File: src/rtl/mips_bus_pkg.sv
// mips_bus_pkg: shared state encoding and constants for the CPU bus arbiter
package mips_bus_pkg;
  typedef enum logic [1:0] {IDLE, BUS_I, BUS_D, DONE} arb_state_t;
  localparam logic [31:0] RESET_VECTOR_DEFAULT = 32'hBFC00000;
  localparam logic [3:0] BE_WORD = 4'b1111;
endpackage

File: src/rtl/mips_bus_wait_timer.sv
// mips_bus_wait_timer: counts stalled bus edges, flags the edge that reaches MAX_WAIT
//   clk, reset (async active-low); clr holds the count at 0; inc counts one stall edge;
//   expired is high on the stall edge that brings the count to MAX_WAIT.
module mips_bus_wait_timer #(
  parameter int MAX_WAIT = 16
) (
  input  logic clk,
  input  logic reset,
  input  logic clr,
  input  logic inc,
  output logic expired
);
  localparam int CW = $clog2(MAX_WAIT + 1);
  logic [CW-1:0] cnt_q, cnt_d;
  assign expired = inc && cnt_q == CW'(MAX_WAIT - 1);
  always_comb cnt_d = clr ? '0 : inc ? cnt_q + 1'b1 : cnt_q;
  always_ff @(posedge clk or negedge reset)
    if (!reset) cnt_q <= '0;
    else cnt_q <= cnt_d;
endmodule

File: src/rtl/mips_bus_arbiter.sv
// mips_bus_arbiter: shares one Avalon-style master between fetch (I) and load/store (D)
//   clk, reset (async active-low); I side: i_req/i_addr -> i_rdata/i_ack;
//   D side: d_req/d_write/d_addr/d_wdata/d_byteenable -> d_rdata/d_ack;
//   bus: address/write/read/writedata/byteenable out, waitrequest/readdata in; bus_error.
//   Optional macro MIPS_BUS_ARB_TIMEOUT_EN aborts a transfer after MAX_WAIT stall edges.
module mips_bus_arbiter
  import mips_bus_pkg::*;
#(
  parameter logic [31:0] RESET_VECTOR = RESET_VECTOR_DEFAULT
`ifdef MIPS_BUS_ARB_TIMEOUT_EN
  , parameter int MAX_WAIT = 16
`endif
) (
  input  logic        clk,
  input  logic        reset,
  input  logic        i_req,
  input  logic [31:0] i_addr,
  output logic [31:0] i_rdata,
  output logic        i_ack,
  input  logic        d_req,
  input  logic        d_write,
  input  logic [31:0] d_addr,
  input  logic [31:0] d_wdata,
  input  logic [3:0]  d_byteenable,
  output logic [31:0] d_rdata,
  output logic        d_ack,
  output logic [31:0] address,
  output logic        write,
  output logic        read,
  input  logic        waitrequest,
  output logic [31:0] writedata,
  output logic [3:0]  byteenable,
  input  logic [31:0] readdata,
  output logic        bus_error
);
  arb_state_t state_q, state_d;
  logic [31:0] address_q, address_d, writedata_q, writedata_d;
  logic [31:0] i_rdata_q, i_rdata_d, d_rdata_q, d_rdata_d;
  logic [3:0] be_q, be_d;
  logic read_q, read_d, write_q, write_d;
  logic i_ack_q, i_ack_d, d_ack_q, d_ack_d, bus_error_q, bus_error_d;
  logic busy, timeout;
  assign busy = state_q == BUS_I || state_q == BUS_D;
`ifdef MIPS_BUS_ARB_TIMEOUT_EN
  mips_bus_wait_timer #(.MAX_WAIT(MAX_WAIT)) u_timer (
    .clk(clk), .reset(reset), .clr(!busy), .inc(busy && waitrequest), .expired(timeout)
  );
`else
  assign timeout = 1'b0;
`endif
  always_comb begin
    state_d = state_q;
    address_d = address_q;
    writedata_d = writedata_q;
    be_d = be_q;
    read_d = read_q;
    write_d = write_q;
    i_rdata_d = i_rdata_q;
    d_rdata_d = d_rdata_q;
    i_ack_d = 1'b0;
    d_ack_d = 1'b0;
    bus_error_d = bus_error_q;
    case (state_q)
      IDLE:
        if (d_req) begin
          state_d = BUS_D;
          address_d = d_addr;
          read_d = !d_write;
          write_d = d_write;
          be_d = d_byteenable;
          writedata_d = d_write ? d_wdata : writedata_q;
        end else if (i_req) begin
          state_d = BUS_I;
          address_d = i_addr;
          read_d = 1'b1;
          write_d = 1'b0;
          be_d = BE_WORD;
        end
      BUS_I, BUS_D:
        // timeout only fires while stalled, so it never coincides with a real completion
        if (!waitrequest || timeout) begin
          state_d = DONE;
          address_d = RESET_VECTOR;
          read_d = 1'b0;
          write_d = 1'b0;
          be_d = '0;
          i_ack_d = state_q == BUS_I;
          d_ack_d = state_q == BUS_D;
          i_rdata_d = state_q != BUS_I ? i_rdata_q : timeout ? '0 : readdata;
          d_rdata_d = state_q != BUS_D ? d_rdata_q : timeout ? '0 : read_q ? readdata : d_rdata_q;
          bus_error_d = bus_error_q || timeout;
        end
      default: state_d = IDLE;
    endcase
  end
  always_ff @(posedge clk or negedge reset)
    if (!reset) begin
      state_q <= IDLE;
      address_q <= RESET_VECTOR;
      writedata_q <= '0;
      be_q <= '0;
      read_q <= 1'b0;
      write_q <= 1'b0;
      i_rdata_q <= '0;
      d_rdata_q <= '0;
      i_ack_q <= 1'b0;
      d_ack_q <= 1'b0;
      bus_error_q <= 1'b0;
    end else begin
      state_q <= state_d;
      address_q <= address_d;
      writedata_q <= writedata_d;
      be_q <= be_d;
      read_q <= read_d;
      write_q <= write_d;
      i_rdata_q <= i_rdata_d;
      d_rdata_q <= d_rdata_d;
      i_ack_q <= i_ack_d;
      d_ack_q <= d_ack_d;
      bus_error_q <= bus_error_d;
    end
  assign address = address_q;
  assign writedata = writedata_q;
  assign byteenable = be_q;
  assign read = read_q;
  assign write = write_q;
  assign i_rdata = i_rdata_q;
  assign d_rdata = d_rdata_q;
  assign i_ack = i_ack_q;
  assign d_ack = d_ack_q;
  assign bus_error = bus_error_q;
endmodule

File: config.mk
export PLATFORM = sky130hd
export DESIGN_NAME = mips_bus_arbiter
export DESIGN_NICKNAME = d
export VERILOG_FILES = /design/src/rtl/mips_bus_pkg.sv /design/src/rtl/mips_bus_wait_timer.sv /design/src/rtl/mips_bus_arbiter.sv
export SDC_FILE = /design/constraint.sdc
export NUM_CORES = 1
export LEC_CHECK = 0
export ABC_AREA = 1
export ABC_CLOCK_PERIOD_IN_PS = 2500
export CAP_MARGIN = 0
export CORE_ASPECT_RATIO = 0.8
export CORE_MARGIN = 8
export CORE_UTILIZATION = 42
export CTS_CLUSTER_SIZE = 30
export DETAILED_ROUTE_END_ITERATION = 12
export PLACE_DENSITY = 0.81
export SETUP_SLACK_MARGIN = 0.3
export SLEW_MARGIN = 40
export SYNTH_ARGS = -nofsm -noshare
export SYNTH_HDL_FRONTEND = slang
export SYNTH_SLANG_ARGS = --single-unit
File: constraint.sdc
create_clock -name clk -period 2.5 [get_ports clk]
set_clock_uncertainty 0.1 [all_clocks]
set_input_delay 0.5 -clock clk [delete_from_list [all_inputs] [get_ports clk]]
set_output_delay 0.5 -clock clk [all_outputs]
set_load 0.03 [all_outputs]
==> metrics.yaml <==
outcome: "completed"
max_freq_mhz: 474
instances_no_fill: 1158
fillers: 1125
clock_sinks: 138
syn_inst: 696
die_w_um: 149
ant_nets: 0
multi_input_area_sq_um: 1980
grt.met1_usage: 0.230
ys_warn_count: 0
path_cells: "clkdlybuf4s50_1"
io-pin-count: 275
most-common-layout-cells: "263 x clkdlybuf4s50_1, 259 x nand2_1, 129 x dfrtp_1"
cts_tree: "done"
die_area_sq_um: 18300
ys_types: 23
antenna_found_initial: 0
use_met3: 0.0906
layout_commonest_cell: "clkdlybuf4s50_1"
cp.arrival_ns: 1.51
cell_internal_pwr_uw: 7760
grt.busiest_layer: "met2"
finalNetCount: 1104
ys.flop_type: "dfrtp_1"
cp-end-kind: "output pin"
grt_pass1_wl_um: 28600
start_util: 0.423
dp_slack_ns: 0.417
wl_per_cell_um: 15.8
dpl.hpwl_um: 13400
crit_type: "reg -> out"
cts_root_buffer: "clkbuf_16"
holdWs_ns: 0.358
port_buffers: 273
synth-edff-count: 0
drt_first_pass_iters: 4
hold_path.class: "reg -> reg"
cts_setup_buffers: 0
setup_tns_ns: 0
start_kind: "flop"
drive_above_1_share: 0.0760
async_flop_share: 1.00
seq_area_frac_synth: 0.582
worst_slew_pin_slew_ns: 0.563
route.detailed.drc: 0
p_sw_frac: 0.431
register_area_sq_um: 3460
via_per_inst: 4.64
grt_usage: 0.200
die_y_um: 122
critPathRequiredTime_ns: 1.90
dpl-instance-area_sq_um: 8820
drt_iter0_drc: 387
setup_violations: 0
grt_max_degree: 66
ir_drop_mv: 0.853
syn-num-nets: 839
core_area_sq_um: 14100
rsz0062_at_grt: "false"
max_slew_margin: 0.625
period_share: 0.844
overflow: 0
clk_path_buf_depth: 2
dp_cells: 1125
wl_um: 18300
syn_avg_cell_area_sq_um: 8.55
grt_pass1_vias: 5434
crit_buf_inv: 1
switchingPower_uw: 5890
fin_ws_ns: 0.391
crit_path_max_incr_delay_ns: 0.72
path_clk_slew_ns: 0.06
clk_latency_ns: 0.41
layout_min_cycle_time_ns: 2.11
synth-seq-cells: 138
syn2layout_area_growth_pct: 59.1
numCtsBuffers: 17
insertedDiodeCount: 0
final_area_sq_um: 9460
power_frac_seq: 0.285
path_max_fanout: 3
p_comb_frac: 0.517
grt_util_met2: 0.323
place.gp.congestion: 0.794
p_leak_uw: 0.00458
rows: 39
cp_top_family: "buffers and inverters"
clkPwrFrac: 0.198
maxCapViolCount: 0
synth.cell_area_sq_um: 5950
slowest_stage: "clkdlybuf4s50_1"
maxSlewViolCount: 0
cts_htree_levels: 4
powerDensity_nw_per_um2: 1440
finalHoldViolCount: 0
vias: 5378
registers in the layout, summed over array words and instances, names as in the netlist:
name	cells
write	1
state_q	2
address	32
d_ack	1
i_ack	1
byteenable	4
d_rdata	32
read	1
i_rdata	32
writedata	32
synth_stat cells, types with 3 or more instances:
master,n,area share
nand3_1,24,0.020
dfstp_2,9,0.040
o21ai_0,97,0.082
nor2_1,11,0.0069
buf_4,3,0.0038
ha_1,5,0.011
nand2_2,13,0.014
buf_2,13,0.011
buf_6,6,0.011
dfrtp_1,129,0.54
inv_1,70,0.044
a21oi_1,27,0.023
nand2_1,259,0.16
clkbuf_1,18,0.011
final cells by class:
cell class / count / area share
clock inverters: 9 / 0.0172
multi-input cells: 445 / 0.209
flip-flops and latches: 138 / 0.366
repair buffers: 287 / 0.304
clock buffers: 23 / 0.0505
inverters: 72 / 0.0286
well taps: 184 / 0.0243
worst min-delay path: cells and delay by family, from the launching register on:
| kind | cells | cell delay, ns |
|---|---|---|
| flip-flops | 1 | 0.37 |
| AND/OR/NAND/NOR | 2 | 0.09 |
final timing paths:
kind,from,to,slack (ns),cells past startpoint
setup / recovery,read$_DFFE_PN0P_,read,0.39,1
hold / removal,address[24]$_DFFE_PN1P_,address[24]$_DFFE_PN1P_,0.36,2
setup reg to reg,state_q[0]$_DFFE_PN0P_,address[4]$_DFFE_PN0P_,0.45,9
hold reg to reg,address[24]$_DFFE_PN1P_,address[24]$_DFFE_PN1P_,0.36,2
max in group asynchronous,reset,address[31]$_DFFE_PN1P_,1.06,3
min in group asynchronous,reset,d_rdata[6]$_DFFE_PN0P_,0.51,2
kinds of logic (layout without fill, tap and decap cells):
kind of cell,count (synthesis),after routing,synth area share
AOI/OAI and AO/OA,124,124,0.104
adders and majority gates,5,5,0.0105
buffers and inverters,113,391,0.0854
DFF,138,138,0.582
other,1,1,0.000630
and+or+nand+nor,315,315,0.217
layer usage:
layer,routed length [um],vias up,share of wire
li1,-,2684,-
met1,7300,2477,0.40
met2,8890,195,0.49
met3,1790,22,0.098
met4,335,0,0.018
met5,0,-,0
power groups by stage:
stage | Combinational, uW | Clock, uW | Sequential (uW)
6_report | 7050 | 2700 | 3900
5_1_grt | 7610 | 2860 | 4020
4_1_cts | 7170 | 2760 | 3900
3_5_place_dp | 7180 | 0 | 3910
3_3_place_gp | 7060 | 0 | 3880
2_1_floorplan | 2360 | 0 | 5830
timing repair:
item	CTS	global route
gates resized for setup	9	0
setup endpoints to repair	9	0
endpoints found under the hold margin	50	0
hold buffers	1	0
metrics by stage:
step | util | total power [uW]
2_1_floorplan | - | 8190
3_3_place_gp | 0.628 | 10900
3_5_place_dp | 0.628 | 11100
4_1_cts | 0.673 | 13800
5_1_grt | 0.673 | 14500
6_report | 0.673 | 13600
(Power assumes the default switching activity.)
==> RTL change, RTL diff (same flow settings) <==
Add a define of `MIPS_BUS_ARB_TIMEOUT_EN`.
--- a/src/rtl/mips_bus_arbiter.sv
+++ b/src/rtl/mips_bus_arbiter.sv
@@ -5,2 +5,4 @@
 //   Optional macro MIPS_BUS_ARB_TIMEOUT_EN aborts a transfer after MAX_WAIT stall edges.
+`define MIPS_BUS_ARB_TIMEOUT_EN
+
 module mips_bus_arbiter
Check against the original RTL: no difference found for any inputs over 4 cycles, from zero or initial values and one cycle with reset low; that may be too few to reach the edited logic, so the function may still have changed.
==> RTL change against the unedited design <==
  * Count of clock-buffer cells in the layout shrank 3
  * Setup slack worse by 0.0043 ns
  * Final area up 4.5%
  * Clock power shrank 10%
  * Total power increased by 1.4%
  * Sequential cell count up 6
  * Critical path depth unchanged
  * Routed wire length rose by 9.0%
  * Synthesized area rose by 7.1%
==> RTL change: results (changes against the unedited design) <==
| Metric | Reported | Unit | vs unedited |
|:---|:---|:---|:---|
| Outcome | complete, no violations | - | unchanged |
| Final hold slack | 0.3689 | ns | was 0.3584 ns |
| Share of layout cells above drive strength 1 | 6.784 | % | was 7.598% |
| Seq cells post-synth | 144 | - | was 138 |
| Number of global-route vias before repair | 6145 | - | was 5434 |
| Final weighted congestion in routability-driven placement | 0.8206 | - | was 0.7940 |
| Final #Nets | 1207 | - | was 1104 |
| Number of signal-net inverters in the final layout | 48 | - | was 72 |
| Setup slack of the worst register-to-register path | 0.47 | ns | was 0.45 ns |
| Estimated wirelength of the detail-placed design | 14.48 | mm | was 13.43 mm |
| Clock buffers and inverters, area share | 5.718 | % | was 6.770% |
| Wl on met1 | 8.454 | mm | was 7.301 mm |
| Sequential cell area fraction in the yosys report | 56.75 | % | was 58.23% |
| Met3 routed wirelength | 2.292 | mm | was 1.794 mm |
| Biggest area contributors in the synthesized netlist | sky130_fd_sc_hd__dfrtp_1 (53%), sky130_fd_sc_hd__nand2_1 (25%), sky130_fd_sc_hd__dfstp_2 (3.7%), sky130_fd_sc_hd__nand3_1 (3.5%), sky130_fd_sc_hd__inv_1 (2.7%) | - | was sky130_fd_sc_hd__dfrtp_1 (54%), sky130_fd_sc_hd__nand2_1 (16%), sky130_fd_sc_hd__o21ai_0 (8.2%), sky130_fd_sc_hd__inv_1 (4.4%), sky130_fd_sc_hd__dfstp_2 (4.0%) |
| Area share of buffers outside the clock network | 30.01 | % | was 30.44% |
| Max Fclk | 473.2 | MHz | was 474.2 MHz |
| Post-placement worst setup slack | 0.3420 | ns | was 0.4173 ns |
| Wire length of the first global-routing pass | 32.70 | mm | was 28.65 mm |
| Worst-case headroom to the max-slew limit | 74.56 | % | was 62.45% |
| Proportion of cell area occupied by registers | 36.55 | % | was 36.61% |
| Pwr per Cell Area | 1399 | nW/µm² | was 1442 nW/µm² |
| Layout clock buffer count | 20 | - | was 23 |
| Std cell rows | 40 | - | was 39 |
| Non-clock buffer instance count of the final layout | 295 | - | was 287 |
| Final-layout fill cell count | 1224 | - | was 1125 |
| Average via count per standard cell | 4.751 | - | was 4.644 |
| RR Endpoint | i_rdata[30] | - | was address[4] |
-- RTL change: changes by cell type in the layout (fill, tap and decap cells not counted), sizes merged, moves of 7 or more --
cell / before / now
nand2: 272 / 423
o21ai: 97 / 36
buf: 14 / 21
inv: 74 / 49
nand3: 26 / 48
-- RTL change: cell families after synthesis --
logic type	share of synthesized area [%]
buf+inv	6.816
flops	56.75
simple gates	30.15
fa+ha+maj	1.179
compound gates	5.107
-- RTL change: how the worst max path moves through the flow --
stage,end,cells after the start,startpoint
2_1_floorplan,address[30],10,u_timer.cnt_q[0]
3_3_place_gp,d_rdata[12],8,waitrequest
3_5_place_dp,i_rdata[4],8,waitrequest
4_1_cts,writedata[0],1,writedata[0]
5_1_grt,i_rdata[30],9,u_timer.cnt_q[0]
6_report,read,1,read
-- RTL change: power breakdown --
part | switching (µW) | internal (µW) | total, µW
Sequential | 595 | 3460 | 4050
Combinational | 4580 | 2790 | 7370
Clock | 997 | 1420 | 2420
